File: config.mk
export PLATFORM = sky130hd
export DESIGN_NAME = issue_ctrl_flat
export DESIGN_NICKNAME = d
export VERILOG_FILES = /design/src/rtl/issue_ctrl_if.sv /design/src/rtl/issue_ctrl.sv /design/src/flat_wrapper.sv
export SDC_FILE = /design/constraint.sdc
export NUM_CORES = 1
export LEC_CHECK = 0
export CAP_MARGIN = 0
export CORE_MARGIN = 2
export CORE_UTILIZATION = 30
export DETAILED_ROUTE_END_ITERATION = 6
export PLACE_DENSITY = 0.61
export SLEW_MARGIN = 5
export SYNTH_ARGS = -nofsm -noshare
export SYNTH_HDL_FRONTEND = slang
export SYNTH_SLANG_ARGS = --single-unit
File: constraint.sdc
create_clock -name aclk -period 6.4 [get_ports aclk]
set_clock_uncertainty 0.1 [all_clocks]
set_input_delay 1.92 -clock aclk [delete_from_list [all_inputs] [get_ports aclk]]
set_output_delay 1.92 -clock aclk [all_outputs]
set_load 0.05 [all_outputs]
File: src/rtl/issue_ctrl_if.sv
// Queue-to-issue handshake bundle for issue_ctrl: decoded pair in, REG-stage issue register out.
// master drives the queue/backend side; slave is the scheduler.
interface issue_ctrl_if #(
  parameter int unsigned PAYLOAD_W = 128
);
  logic                 flush;
  logic                 iq_valid;
  logic                 iq_ready;
  logic [1:0]           pair_valid;
  logic [PAYLOAD_W-1:0] payload0;
  logic [PAYLOAD_W-1:0] payload1;
  logic [4:0]           rd0, rj0, rk0;
  logic [4:0]           rd1, rj1, rk1;
  logic [1:0]           is_alu;
  logic [1:0]           is_priv;
  logic [1:0]           is_trap;
  logic [1:0]           is_branch;
  logic                 ex_allowin;
  logic                 backend_empty;
  logic [1:0]           iss_valid;
  logic [PAYLOAD_W-1:0] iss_payload0;
  logic [PAYLOAD_W-1:0] iss_payload1;
  logic [4:0]           iss_rd0, iss_rj0, iss_rk0;
  logic [4:0]           iss_rd1, iss_rj1, iss_rk1;
  logic                 iss_priv;
  logic [31:0]          perf_dual;

  modport master (
    output flush, iq_valid, pair_valid, payload0, payload1, rd0, rj0, rk0, rd1, rj1, rk1,
           is_alu, is_priv, is_trap, is_branch, ex_allowin, backend_empty,
    input  iq_ready, iss_valid, iss_payload0, iss_payload1, iss_rd0, iss_rj0, iss_rk0,
           iss_rd1, iss_rj1, iss_rk1, iss_priv, perf_dual
  );

  modport slave (
    input  flush, iq_valid, pair_valid, payload0, payload1, rd0, rj0, rk0, rd1, rj1, rk1,
           is_alu, is_priv, is_trap, is_branch, ex_allowin, backend_empty,
    output iq_ready, iss_valid, iss_payload0, iss_payload1, iss_rd0, iss_rj0, iss_rk0,
           iss_rd1, iss_rj1, iss_rk1, iss_priv, perf_dual
  );
endinterface

File: src/rtl/issue_ctrl.sv
// Dual-issue scheduler: splits pairs that cannot co-issue and serialises privileged
// instructions against an empty backend. Issue outputs form the REG-stage input register.
module issue_ctrl #(
  parameter int unsigned PAYLOAD_W = 128
) (
  input logic       aclk,
  input logic       aresetn,
  issue_ctrl_if.slave bus
);

  typedef enum logic [1:0] {StRun, StSplit, StDrain, StPost} state_e;

  state_e               state_q, state_d;
  logic                 hold_valid_q, hold_priv_q;
  logic [PAYLOAD_W-1:0] hold_payload_q;
  logic [4:0]           hold_rd_q, hold_rj_q, hold_rk_q;

  logic [1:0]           iss_valid_q;
  logic [PAYLOAD_W-1:0] iss_payload0_q, iss_payload1_q;
  logic [4:0]           iss_rd0_q, iss_rj0_q, iss_rk0_q, iss_rd1_q, iss_rj1_q, iss_rk1_q;
  logic                 iss_priv_q;
  logic [31:0]          perf_dual_q;

  logic clear, raw, dual_ok;
  logic take_q, take_hold, bubble, hold_load, hold_clr, iq_ready_c;
  logic unused_flags;

  assign unused_flags = ^{bus.is_alu[0], bus.is_branch[1]};

  // A privileged op may only go once nothing is in flight, including the issue register.
  assign clear   = bus.backend_empty & (iss_valid_q == 2'b00);
  assign raw     = (bus.rd0 != 5'd0) & ((bus.rd0 == bus.rj1) | (bus.rd0 == bus.rk1));
  assign dual_ok = (bus.pair_valid == 2'b11) & bus.is_alu[1] & ~bus.is_priv[0] &
                   ~bus.is_priv[1] & ~bus.is_trap[0] & ~bus.is_trap[1] & ~bus.is_branch[0] &
                   ~raw;

  always_comb begin
    state_d    = state_q;
    take_q     = 1'b0;
    take_hold  = 1'b0;
    bubble     = 1'b0;
    hold_load  = 1'b0;
    hold_clr   = 1'b0;
    iq_ready_c = 1'b0;
    if (!bus.flush && bus.ex_allowin) begin
      unique case (state_q)
        StRun: begin
          if (!bus.iq_valid) begin
            bubble = 1'b1;
          end else if (bus.is_priv[0] && !clear) begin
            bubble  = 1'b1;
            state_d = StDrain;
          end else begin
            take_q     = 1'b1;
            iq_ready_c = 1'b1;
            if (!dual_ok) begin
              hold_load = bus.pair_valid[1];
              if (bus.is_priv[0])          state_d = StPost;
              else if (bus.pair_valid[1])  state_d = StSplit;
            end
          end
        end
        StSplit: begin
          if (hold_priv_q && !clear) begin
            bubble = 1'b1;
          end else begin
            take_hold = 1'b1;
            hold_clr  = 1'b1;
            state_d   = hold_priv_q ? StPost : StRun;
          end
        end
        StDrain: begin
          bubble = 1'b1;
          if (clear) state_d = StRun;
        end
        StPost: begin
          bubble = 1'b1;
          if (clear) state_d = hold_valid_q ? StSplit : StRun;
        end
        default: state_d = StRun;
      endcase
    end
  end

  always_ff @(posedge aclk) begin
    if (!aresetn) begin
      state_q        <= StRun;
      hold_valid_q   <= 1'b0;
      hold_priv_q    <= 1'b0;
      hold_payload_q <= '0;
      hold_rd_q      <= '0;
      hold_rj_q      <= '0;
      hold_rk_q      <= '0;
      iss_valid_q    <= '0;
      iss_payload0_q <= '0;
      iss_payload1_q <= '0;
      iss_rd0_q      <= '0;
      iss_rj0_q      <= '0;
      iss_rk0_q      <= '0;
      iss_rd1_q      <= '0;
      iss_rj1_q      <= '0;
      iss_rk1_q      <= '0;
      iss_priv_q     <= 1'b0;
      perf_dual_q    <= '0;
    end else if (bus.flush) begin
      state_q      <= StRun;
      hold_valid_q <= 1'b0;
      iss_valid_q  <= '0;
      iss_priv_q   <= 1'b0;
    end else begin
      state_q <= state_d;
      if (take_q) begin
        iss_valid_q    <= dual_ok ? 2'b11 : 2'b01;
        iss_payload0_q <= bus.payload0;
        iss_payload1_q <= bus.payload1;
        iss_rd0_q      <= bus.rd0;
        iss_rj0_q      <= bus.rj0;
        iss_rk0_q      <= bus.rk0;
        iss_rd1_q      <= bus.rd1;
        iss_rj1_q      <= bus.rj1;
        iss_rk1_q      <= bus.rk1;
        iss_priv_q     <= bus.is_priv[0];
        if (dual_ok) perf_dual_q <= perf_dual_q + 32'd1;
      end else if (take_hold) begin
        iss_valid_q    <= 2'b01;
        iss_payload0_q <= hold_payload_q;
        iss_rd0_q      <= hold_rd_q;
        iss_rj0_q      <= hold_rj_q;
        iss_rk0_q      <= hold_rk_q;
        iss_priv_q     <= hold_priv_q;
      end else if (bubble) begin
        iss_valid_q <= '0;
        iss_priv_q  <= 1'b0;
      end
      if (hold_load) begin
        hold_valid_q   <= 1'b1;
        hold_priv_q    <= bus.is_priv[1];
        hold_payload_q <= bus.payload1;
        hold_rd_q      <= bus.rd1;
        hold_rj_q      <= bus.rj1;
        hold_rk_q      <= bus.rk1;
      end else if (hold_clr) begin
        hold_valid_q <= 1'b0;
      end
    end
  end

  assign bus.iq_ready     = iq_ready_c & aresetn;
  assign bus.iss_valid    = iss_valid_q;
  assign bus.iss_payload0 = iss_payload0_q;
  assign bus.iss_payload1 = iss_payload1_q;
  assign bus.iss_rd0      = iss_rd0_q;
  assign bus.iss_rj0      = iss_rj0_q;
  assign bus.iss_rk0      = iss_rk0_q;
  assign bus.iss_rd1      = iss_rd1_q;
  assign bus.iss_rj1      = iss_rj1_q;
  assign bus.iss_rk1      = iss_rk1_q;
  assign bus.iss_priv     = iss_priv_q;
  assign bus.perf_dual    = perf_dual_q;

endmodule
File: src/flat_wrapper.sv
// flat-port wrapper written by rule: the top's interface ports become plain ports
module issue_ctrl_flat 
#(
  parameter int unsigned PAYLOAD_W = 128
)
  (aclk, aresetn, bus_flush, bus_iq_valid, bus_pair_valid, bus_payload0, bus_payload1, bus_rd0, bus_rj0, bus_rk0, bus_rd1, bus_rj1, bus_rk1, bus_is_alu, bus_is_priv, bus_is_trap, bus_is_branch, bus_ex_allowin, bus_backend_empty, bus_iq_ready, bus_iss_valid, bus_iss_payload0, bus_iss_payload1, bus_iss_rd0, bus_iss_rj0, bus_iss_rk0, bus_iss_rd1, bus_iss_rj1, bus_iss_rk1, bus_iss_priv, bus_perf_dual);
  issue_ctrl_if #(.PAYLOAD_W(PAYLOAD_W)) bus_i ();
  input logic aclk;
  input logic aresetn;
  input wire logic [$bits(bus_i.flush)-1:0] bus_flush;
  input wire logic [$bits(bus_i.iq_valid)-1:0] bus_iq_valid;
  input wire logic [$bits(bus_i.pair_valid)-1:0] bus_pair_valid;
  input wire logic [$bits(bus_i.payload0)-1:0] bus_payload0;
  input wire logic [$bits(bus_i.payload1)-1:0] bus_payload1;
  input wire logic [$bits(bus_i.rd0)-1:0] bus_rd0;
  input wire logic [$bits(bus_i.rj0)-1:0] bus_rj0;
  input wire logic [$bits(bus_i.rk0)-1:0] bus_rk0;
  input wire logic [$bits(bus_i.rd1)-1:0] bus_rd1;
  input wire logic [$bits(bus_i.rj1)-1:0] bus_rj1;
  input wire logic [$bits(bus_i.rk1)-1:0] bus_rk1;
  input wire logic [$bits(bus_i.is_alu)-1:0] bus_is_alu;
  input wire logic [$bits(bus_i.is_priv)-1:0] bus_is_priv;
  input wire logic [$bits(bus_i.is_trap)-1:0] bus_is_trap;
  input wire logic [$bits(bus_i.is_branch)-1:0] bus_is_branch;
  input wire logic [$bits(bus_i.ex_allowin)-1:0] bus_ex_allowin;
  input wire logic [$bits(bus_i.backend_empty)-1:0] bus_backend_empty;
  output wire logic [$bits(bus_i.iq_ready)-1:0] bus_iq_ready;
  output wire logic [$bits(bus_i.iss_valid)-1:0] bus_iss_valid;
  output wire logic [$bits(bus_i.iss_payload0)-1:0] bus_iss_payload0;
  output wire logic [$bits(bus_i.iss_payload1)-1:0] bus_iss_payload1;
  output wire logic [$bits(bus_i.iss_rd0)-1:0] bus_iss_rd0;
  output wire logic [$bits(bus_i.iss_rj0)-1:0] bus_iss_rj0;
  output wire logic [$bits(bus_i.iss_rk0)-1:0] bus_iss_rk0;
  output wire logic [$bits(bus_i.iss_rd1)-1:0] bus_iss_rd1;
  output wire logic [$bits(bus_i.iss_rj1)-1:0] bus_iss_rj1;
  output wire logic [$bits(bus_i.iss_rk1)-1:0] bus_iss_rk1;
  output wire logic [$bits(bus_i.iss_priv)-1:0] bus_iss_priv;
  output wire logic [$bits(bus_i.perf_dual)-1:0] bus_perf_dual;
  assign bus_i.flush = bus_flush;
  assign bus_i.iq_valid = bus_iq_valid;
  assign bus_i.pair_valid = bus_pair_valid;
  assign bus_i.payload0 = bus_payload0;
  assign bus_i.payload1 = bus_payload1;
  assign bus_i.rd0 = bus_rd0;
  assign bus_i.rj0 = bus_rj0;
  assign bus_i.rk0 = bus_rk0;
  assign bus_i.rd1 = bus_rd1;
  assign bus_i.rj1 = bus_rj1;
  assign bus_i.rk1 = bus_rk1;
  assign bus_i.is_alu = bus_is_alu;
  assign bus_i.is_priv = bus_is_priv;
  assign bus_i.is_trap = bus_is_trap;
  assign bus_i.is_branch = bus_is_branch;
  assign bus_i.ex_allowin = bus_ex_allowin;
  assign bus_i.backend_empty = bus_backend_empty;
  assign bus_iq_ready = bus_i.iq_ready;
  assign bus_iss_valid = bus_i.iss_valid;
  assign bus_iss_payload0 = bus_i.iss_payload0;
  assign bus_iss_payload1 = bus_i.iss_payload1;
  assign bus_iss_rd0 = bus_i.iss_rd0;
  assign bus_iss_rj0 = bus_i.iss_rj0;
  assign bus_iss_rk0 = bus_i.iss_rk0;
  assign bus_iss_rd1 = bus_i.iss_rd1;
  assign bus_iss_rj1 = bus_i.iss_rj1;
  assign bus_iss_rk1 = bus_i.iss_rk1;
  assign bus_iss_priv = bus_i.iss_priv;
  assign bus_perf_dual = bus_i.perf_dual;
  issue_ctrl #(.PAYLOAD_W(PAYLOAD_W)) u_core (.aclk(aclk), .aresetn(aresetn), .bus(bus_i));
endmodule
# == Yosys cells after proc, flatten, opt, wreduce, memory -nomap -nowiden ==
# Cells that the tools add are included.
# classes
add_sub_neg,1
mul,0
div_mod_pow,0
n_lt_le_gt_ge,0
n_eq_ne,12
shifts,0
mux,45
n_bitwise,19
reduce_logical,18
# ops
cell,n
128-bit two-way mux,2
"32-bit by 1-bit adder with 32-bit output, second input constant",1
5-bit two-way mux,6
2-bit two-way mux,13
1-bit two-way mux,22
1-bit AND,10
5-bit == test,2
1-bit inverter,8
2-bit one-hot mux with 4 select lines,1
7-bit AND reduction,1
"2-bit == test, second input constant",3
2-bit AND reduction,3
5-bit nonzero test,1
2-bit logical NOT,2
"2-bit by 1-bit inequality test with 1-bit output, second input constant",2
"2-bit inequality test, second input constant",2
"4-bit by 3-bit inequality test with 1-bit output, second input constant",1
2-bit nonzero test,2
2-bit OR reduction,2
1-bit logical AND,3
"3-bit inequality test, second input constant",1
1-bit one-hot mux with 3 select lines,1
3-bit AND reduction,1
3-bit nonzero test,1
other kinds (3),4
# word_totals
regBits,468
latch_bits,0
ram_bits,0
mem_bits_ro,0
input_bits,302
word_cells,113
memories,0

# == Depth between registers and ports, before layout ==
# Gate-level depths: netlist (run 1).
# depth
ltp_word,14
mapped_depth,9

# == Least setup slack after synthesis (run 1) ==
# OpenSTA, ideal clock, no wires.
# synth_path
path_kind,input -> output
start,input bus_backend_empty
end,output bus_iq_ready
arrival_time_ns,3.980
slack_ns,0.400
cell_stages,6
cell_sequence,or3b_4 -> a2111o_1 -> clkbuf_1 -> clkbuf_1 -> buf_1 -> nor2_1
# synth_via
elab_chain_len,8
# synth_rtl
item,line,source
"start, declared",flat_wrapper.sv:26,input wire logic [$bits(bus_i.backend_empty)-1:0] bus_backend_empty;
1-bit AND,issue_ctrl.sv:31,assign clear = bus.backend_empty & (iss_valid_q == 2'b00);
1-bit logical NOT,issue_ctrl.sv:50,end else if (bus.is_priv[0] && !clear) begin
1-bit logical AND,issue_ctrl.sv:50,
1-bit two-way mux,issue_ctrl.sv:50,
1-bit two-way mux,issue_ctrl.sv:48,if (!bus.iq_valid) begin
1-bit two-way mux,issue_ctrl.sv:46,unique case (state_q)
1-bit two-way mux,issue_ctrl.sv:45,if (!bus.flush && bus.ex_allowin) begin
1-bit AND,issue_ctrl.sv:148,assign bus.iq_ready = iq_ready_c & aresetn;
"end, declared",flat_wrapper.sv:27,output wire logic [$bits(bus_i.iq_ready)-1:0] bus_iq_ready;
# Every way passes these cells.

# == Worst setup path after layout (run 1) ==
# Ends and elaborated chain as after synthesis.

==> run_results.csv, run 1 <==
group,metric,value,unit
timing,clock.fmax,171,MHz
timing,slew_headroom,24.1,%
worst_setup_path,crit_required,4380,ps
final_layout,final_nets,2999,
logic_synthesis,yosys_warnings,0,
clock_tree,clk_latency,590,ps
worst_setup_path,start_kind,"input pin",
route,drt_iter0_drc,1041,
route,wl_per_cell,19.1,um
logic_synthesis,synth_edf_count,0,
clock_tree,ctsHoldBuffers,0,
final_layout,ff_latch_area,9370,sq um
logic_synthesis,syn-num-nets,2479,
clock_tree,tritoncts.num_buffers,53,
timing,holdWs,352,ps
logic_synthesis,async_flop_share,0,%
timing,fin_crit,5840,ps
global_route,antenna_found_initial,8,
placement,dpl.hpwl,47300,um
floorplan,die_width,256,um
worst_setup_path,crit_buf_inv,2,
logic_synthesis,netlist_area,19100,sq um
clock_tree,clockRootBuffer,"clkbuf_16",
worst_setup_path,crit_slowest_cell,"clkdlybuf4s50_1",
hold_path,min_to,"u_core.bus.iss_payload1[12]$_SDFFE_PN0P_",
timing,worst_pin_slew,1140,ps
worst_setup_path,crit_chain,"clkdlybuf4s50_1 -> or3b_4 -> a2111o_2 -> nor2_1 -> buf_12",
route,vias_per_cell,4.84,
worst_setup_path,reg2reg_depth,6,
floorplan,row_count,92,
worst_setup_path,path_class,"in -> out",
outcome,status,"finished clean",
logic_synthesis,synthFlopType,"dfxtp_1",
worst_setup_path,rrSetupSlack,3320,ps
clock_tree,cts_setup_buffers,0,
hold_path,worstHoldPathCells,2,
timing,fin_crit_sh,91.3,%
worst_setup_path,r2r-start,"u_core.bus.iss_valid[1]$_SDFFE_PP0P_",
floorplan,coreArea,63000,sq um
power,total_power,7.04,mW
worst_setup_path,arrival,3820,ps
final_layout,drive_gt1_share,4.57,%
global_route,grt_max_degree,204,
clock_tree,cts_resized,0,
route,vias,17342,
logic_synthesis,synth.distinct_cells,47,
timing,rsz0062_at_grt,"no",
worst_setup_path,path_delay_family,"buffers and inverters",
power,power_density,254,nW/um^2
timing,drv_slew,0,
route,route.detailed.drc,0,
worst_setup_path,cp-end-kind,"output pin",
floorplan,initial_utilization,30.3,%
floorplan,fp.dieH,256,um
placement,io_buffers,621,
hold_path,hp-start,"u_core.bus.iss_payload1[12]$_SDFFE_PN0P_",
worst_setup_path,crit_cells,5,
floorplan,num_io_pins,624,
placement,place.gp.congestion,0.906,
logic_synthesis,ys_seq_area_share,49.1,%
logic_synthesis,synth_cells,2176,
power,power_leakage,9.20,nW
global_route,grt.total_usage,20.1,%
worst_setup_path,cpPeakStageDelay,540,ps
run,cap_violations,0,
clock_tree,worst_setup_hold_path_clk_slew,60,ps
hold_path,hp-class,"reg -> reg",
logic_synthesis,avgSynthCellArea,8.77,sq um
clock_tree,htree_num_levels,2,
worst_setup_path,crit_path_max_fanout,6,
global_route,grt_pass1_wl,104000,um
power,ir_drop,0.188,mV
clock_tree,clock_sinks,468,
global_route,gr-total-overflow,0,
global_route,first_global_vias,17001,
final_layout,final_util,43.9,%
logic_synthesis,synth-seq-cells,468,
final_layout,multiInputGateArea,8940,sq um
timing,setup_viol,0,
timing,tns,0,ps
worst_setup_path,reg2reg_to,"u_core.bus.iss_payload0[76]$_SDFFE_PN0P_",
route,wirelength,68400,um
clock_tree,clk_path_buf_depth,3,
floorplan,dieArea,65700,sq um
route,ant_nets,0,
clock_tree,cts_tree,"built",
timing,hold_viol,0,
route,first_pass_iters,5,
final_layout,syn2layout_area_growth,44.9,%
final_layout,fillers,6181,
power by group:
group | internal (mW) | switching [mW]
sequential | 3.00 | 0.0477
combinational | 0.370 | 0.550
clock | 1.82 | 1.25
total | 5.19 | 1.85
registers in the layout, summed over array words and instances (netlist names), 32 cells and up:
name                     count
u_core.hold_payload_q      128
u_core.bus.perf_dual        32
u_core.bus.iss_payload0    128
u_core.bus.iss_payload1    128
cells by family (layout without fill, tap and decap cells):
group           count (synthesis)  count (layout)  share of synthesized area, %
simple gates                  877             877                          18.6
flops                         468             468                          49.1
mux                           318             318                          16.7
compound gates                317             317                          10.9
buf+inv                       185             743                          4.25
xor+xnor                       10              10                         0.459
fa+ha+maj                       1               1                        0.0655
other cells                     0               5                             0
Yosys cell counts (2+ instances only):
master | number | area share [%]
nand4_1 | 9 | 0.29
buf_2 | 30 | 0.79
inv_1 | 5 | 0.098
xor2_1 | 10 | 0.46
nor3_1 | 5 | 0.13
dfxtp_1 | 468 | 49
nand3_1 | 16 | 0.42
nor2b_1 | 2 | 0.066
clkbuf_1 | 126 | 2.5
a2111oi_2 | 6 | 0.47
a21oi_1 | 151 | 4.0
buf_6 | 7 | 0.41
and3_1 | 8 | 0.26
buf_1 | 9 | 0.18
a211oi_1 | 143 | 5.6
nand2_1 | 621 | 12
buf_4 | 7 | 0.28
mux2i_1 | 317 | 17
a2111o_1 | 2 | 0.12
nor2_1 | 152 | 3.0
nor4_1 | 24 | 0.79
o31ai_1 | 3 | 0.12
nand2b_1 | 30 | 0.98
o21ai_0 | 2 | 0.052
metal layers:
layer  share of wire, %  GRT usage (%)  up-vias
met5               0.10              0        -
met4                3.7           7.39       10
met3                8.5           6.45      137
met2                 46           33.0      618
met1                 41           24.6     8150
li1                   -              -     8427
worst reg2reg max path, delay by kind of cell (launching register included):
kind                   cells  cell delay (ps)
buffers and inverters      2              860
and+or+nand+nor            2             1030
DFF                        1              330
AOI/OAI and AO/OA          2              610
cells in the final DEF (no fill, tap or decap), types with 5 or more instances in the layout:
| cell | Yosys | final |
|---|---|---|
| nor2_1 | 152 | 152 |
| nor4_1 | 24 | 24 |
| clkbuf_8 | 0 | 15 |
| dfxtp_1 | 468 | 468 |
| nand3_1 | 16 | 16 |
| nor3_1 | 5 | 5 |
| and3_1 | 8 | 8 |
| nand2b_1 | 30 | 30 |
| buf_4 | 7 | 16 |
| diode_2 | 0 | 5 |
| mux2i_1 | 317 | 317 |
| clkinv_2 | 0 | 8 |
| a21oi_1 | 151 | 151 |
| a2111oi_2 | 6 | 5 |
| xor2_1 | 10 | 10 |
| clkbuf_1 | 126 | 8 |
| clkdlybuf4s50_1 | 0 | 619 |
| inv_1 | 5 | 5 |
| buf_12 | 0 | 8 |
| nand4_1 | 9 | 9 |
| a211oi_1 | 143 | 143 |
| clkbuf_16 | 0 | 55 |
| nand2_1 | 621 | 621 |
per-stage QoR:
stage          std cells  worst slack [ps]  area, sq um
6_report            3585               555        27700
3_5_place_dp        3487               546        25900
5_1_grt             3582               534        27600
3_3_place_gp        3487               513        25900
2_1_floorplan       2176               400        19100
4_1_cts             3580               535        27600
layout make-up:
| cell class | instances | area share, % |
|---|---|---|
| clock buffer | 78 | 5.83 |
| sequential | 468 | 33.9 |
| multi-input combinational | 1523 | 32.3 |
| clock inverter | 15 | 0.516 |
| antenna | 5 | 0.0452 |
| tap | 846 | 3.83 |
| timing repair buffer | 644 | 23.5 |
| inverter | 6 | 0.109 |
worst max path at each step:
stage	from	end	slack (ps)
finish	bus_backend_empty	bus_iq_ready	560
floorplan	bus_backend_empty	bus_iq_ready	400
CTS	bus_backend_empty	bus_iq_ready	540
global route	bus_backend_empty	bus_iq_ready	530
detailed placement	bus_backend_empty	bus_iq_ready	550
global placement	bus_backend_empty	bus_iq_ready	510
(Power assumes the default switching activity.)
==> inputs of run 2 (changes only) <==
- REMOVE_ABC_BUFFERS: not set -> 1
==> run 2 against run 1 <==
  * Global-route usage is 1.2 points lower
  * Final cell count is 0.33% higher
  * Fmax is 1.5% lower
  * Via count is 0.16% lower
  * Routed wire length is 5.2% lower
  * Flip-flop and latch count stayed put
  * Worst setup slack worse by 90 ps
==> run_results.csv, run 2 (synthesis gave the netlist of run 1 again) <==
group,metric,value,unit
clock_tree,htree_num_levels,2,
route,first_pass_iters,5,
placement,place.gp.congestion,0.838,
timing,hold_viol,0,
worst_setup_path,rrSetupSlack,3170,ps
worst_setup_path,cpPeakStageDelay,500,ps
placement,io_buffers,621,
global_route,gr-total-overflow,0,
clock_tree,cts_setup_buffers,0,
worst_setup_path,start_kind,"input pin",
timing,drv_slew,0,
global_route,grtUsageMet3,4.47,%
clock_tree,cts_tree,"built",
clock_tree,clockRootBuffer,"clkbuf_16",
floorplan,initial_utilization,30.3,%
route,vias,17314,
timing,tns,0,ps
run,cap_violations,0,
worst_setup_path,r2r-start,"u_core.bus.iss_valid[1]$_SDFFE_PP0P_",
route,wl_per_cell,18.0,um
floorplan,coreArea,63000,sq um
worst_setup_path,crit_buf_inv,2,
floorplan,row_count,92,
global_route,met2_usage,31.8,%
route,drt_iter0_drc,978,
route,route.detailed.drc,0,
timing,setup_viol,0,
worst_setup_path,crit_chain,"clkdlybuf4s50_1 -> or3b_4 -> a2111o_2 -> nor2_1 -> buf_12",
global_route,grt.total_usage,18.9,%
timing,clock.fmax,168,MHz
floorplan,dieArea,65700,sq um
power,power_leakage,9.25,nW
worst_setup_path,path_class,"in -> out",
outcome,status,"finished clean",
timing,slew_headroom,11.3,%
worst_setup_path,path_delay_family,"simple AND/OR/NAND/NOR gates",
power,power_density,257,nW/um^2
route,wirelength,64800,um
worst_setup_path,crit_required,4380,ps
floorplan,fp.dieH,256,um
placement,dpl.hpwl,44500,um
final_layout,drive_gt1_share,4.78,%
floorplan,num_io_pins,624,
route,vias_per_cell,4.81,
power,ir_drop,0.224,mV
floorplan,die_width,256,um
worst_setup_path,cp-end-kind,"output pin",
worst_setup_path,reg2reg_depth,6,
hold_path,worstHoldPathCells,2,
clock_tree,tritoncts.num_buffers,54,
clock_tree,ctsHoldBuffers,0,
route,ant_nets,0,
final_layout,mostFrequentLayoutCell,"nand2_1",
clock_tree,clock_sinks,468,
worst_setup_path,arrival,3920,ps
worst_setup_path,crit_path_max_fanout,6,
worst_setup_path,crit_slowest_cell,"a2111o_2",
final_layout,final_area,27800,sq um
global_route,first_global_vias,17233,
global_route,grt_max_degree,213,
hold_path,min_to,"u_core.bus.iss_payload1[47]$_SDFFE_PN0P_",
timing,fin_crit,5940,ps
final_layout,final_cell_mix,"nand2_1, clkdlybuf4s50_1, dfxtp_1",
clock_tree,clk_latency,600,ps
timing,worst_pin_slew,1330,ps
clock_tree,worst_setup_hold_path_clk_slew,50,ps
clock_tree,clk_path_buf_depth,3,
timing,rsz0062_at_grt,"no",
global_route,busiest_layer,"met2",
worst_setup_path,reg2reg_to,"u_core.bus.iss_payload0[33]$_SDFFE_PN0P_",
hold_path,hp-start,"u_core.bus.iss_payload1[47]$_SDFFE_PN0P_",
global_route,met1_usage,22.9,%
final_layout,syn2layout_area_growth,45.5,%
global_route,grt_pass1_wl,99900,um
timing,fin_crit_sh,92.7,%
final_layout,final_nets,3003,
hold_path,hp-class,"reg -> reg",
global_route,antenna_found_initial,10,
clock_tree,cts_resized,0,
timing,holdWs,351,ps
placement,dpl-instance-area,25900,sq um
-- run 2: cell type report --
type                    count  area [sq um]
diodes                     10          25.0
fillers                  6119         35200
flip-flops and latches    468          9370
clock inverters            20           262
inverters                   6          30.0
repair buffers            647          6510
clock buffers              77          1580
well taps                 846          1060
multi-input cells        1523          8940
-- run 2: power breakdown --
part	total, mW	switching (mW)	leakage [nW]	internal [mW]
sequential	3.05	0.0471	3.79	3.00
combinational	0.916	0.546	4.55	0.370
clock	3.18	1.26	0.913	1.91
total	7.14	1.85	9.25	5.29
-- run 2: through the flow --
step / instances / setup slack (ps) / power (mW) / util, %
CTS: 3587 / 417 / 7.24 / 44.1
global placement: 3490 / 448 / 4.02 / 41.2
global route: 3596 / 435 / 7.43 / 44.1
floorplan: 1997 / -11450 / 3.59 / -
detailed placement: 3490 / 429 / 4.03 / 41.2
finish: 3597 / 465 / 7.14 / 44.1
-- run 2: per-layer routing --
metal | vias to the layer above | wire length (um)
li1 | 8458 | -
met1 | 8165 | 26900
met2 | 557 | 31100
met3 | 132 | 4100
met4 | 2 | 2630
met5 | - | 13
-- run 2: worst max path at each step --
stage	startpoint	end	slack, ps	cells after the start
detailed placement	bus_backend_empty	bus_iq_ready	430	5
CTS	bus_backend_empty	bus_iq_ready	420	5
finish	bus_backend_empty	bus_iq_ready	460	5
global route	bus_backend_empty	bus_iq_ready	440	5
floorplan	bus_backend_empty	u_core.hold_priv_q$_SDFFE_PN0P_	-11450	5
global placement	bus_backend_empty	bus_iq_ready	450	5
-- run 2: worst min-delay path, stage by stage, from the launching register on --
cell and delay [ps]:
dfxtp_1 300, nand2_1 50, a21oi_1 50
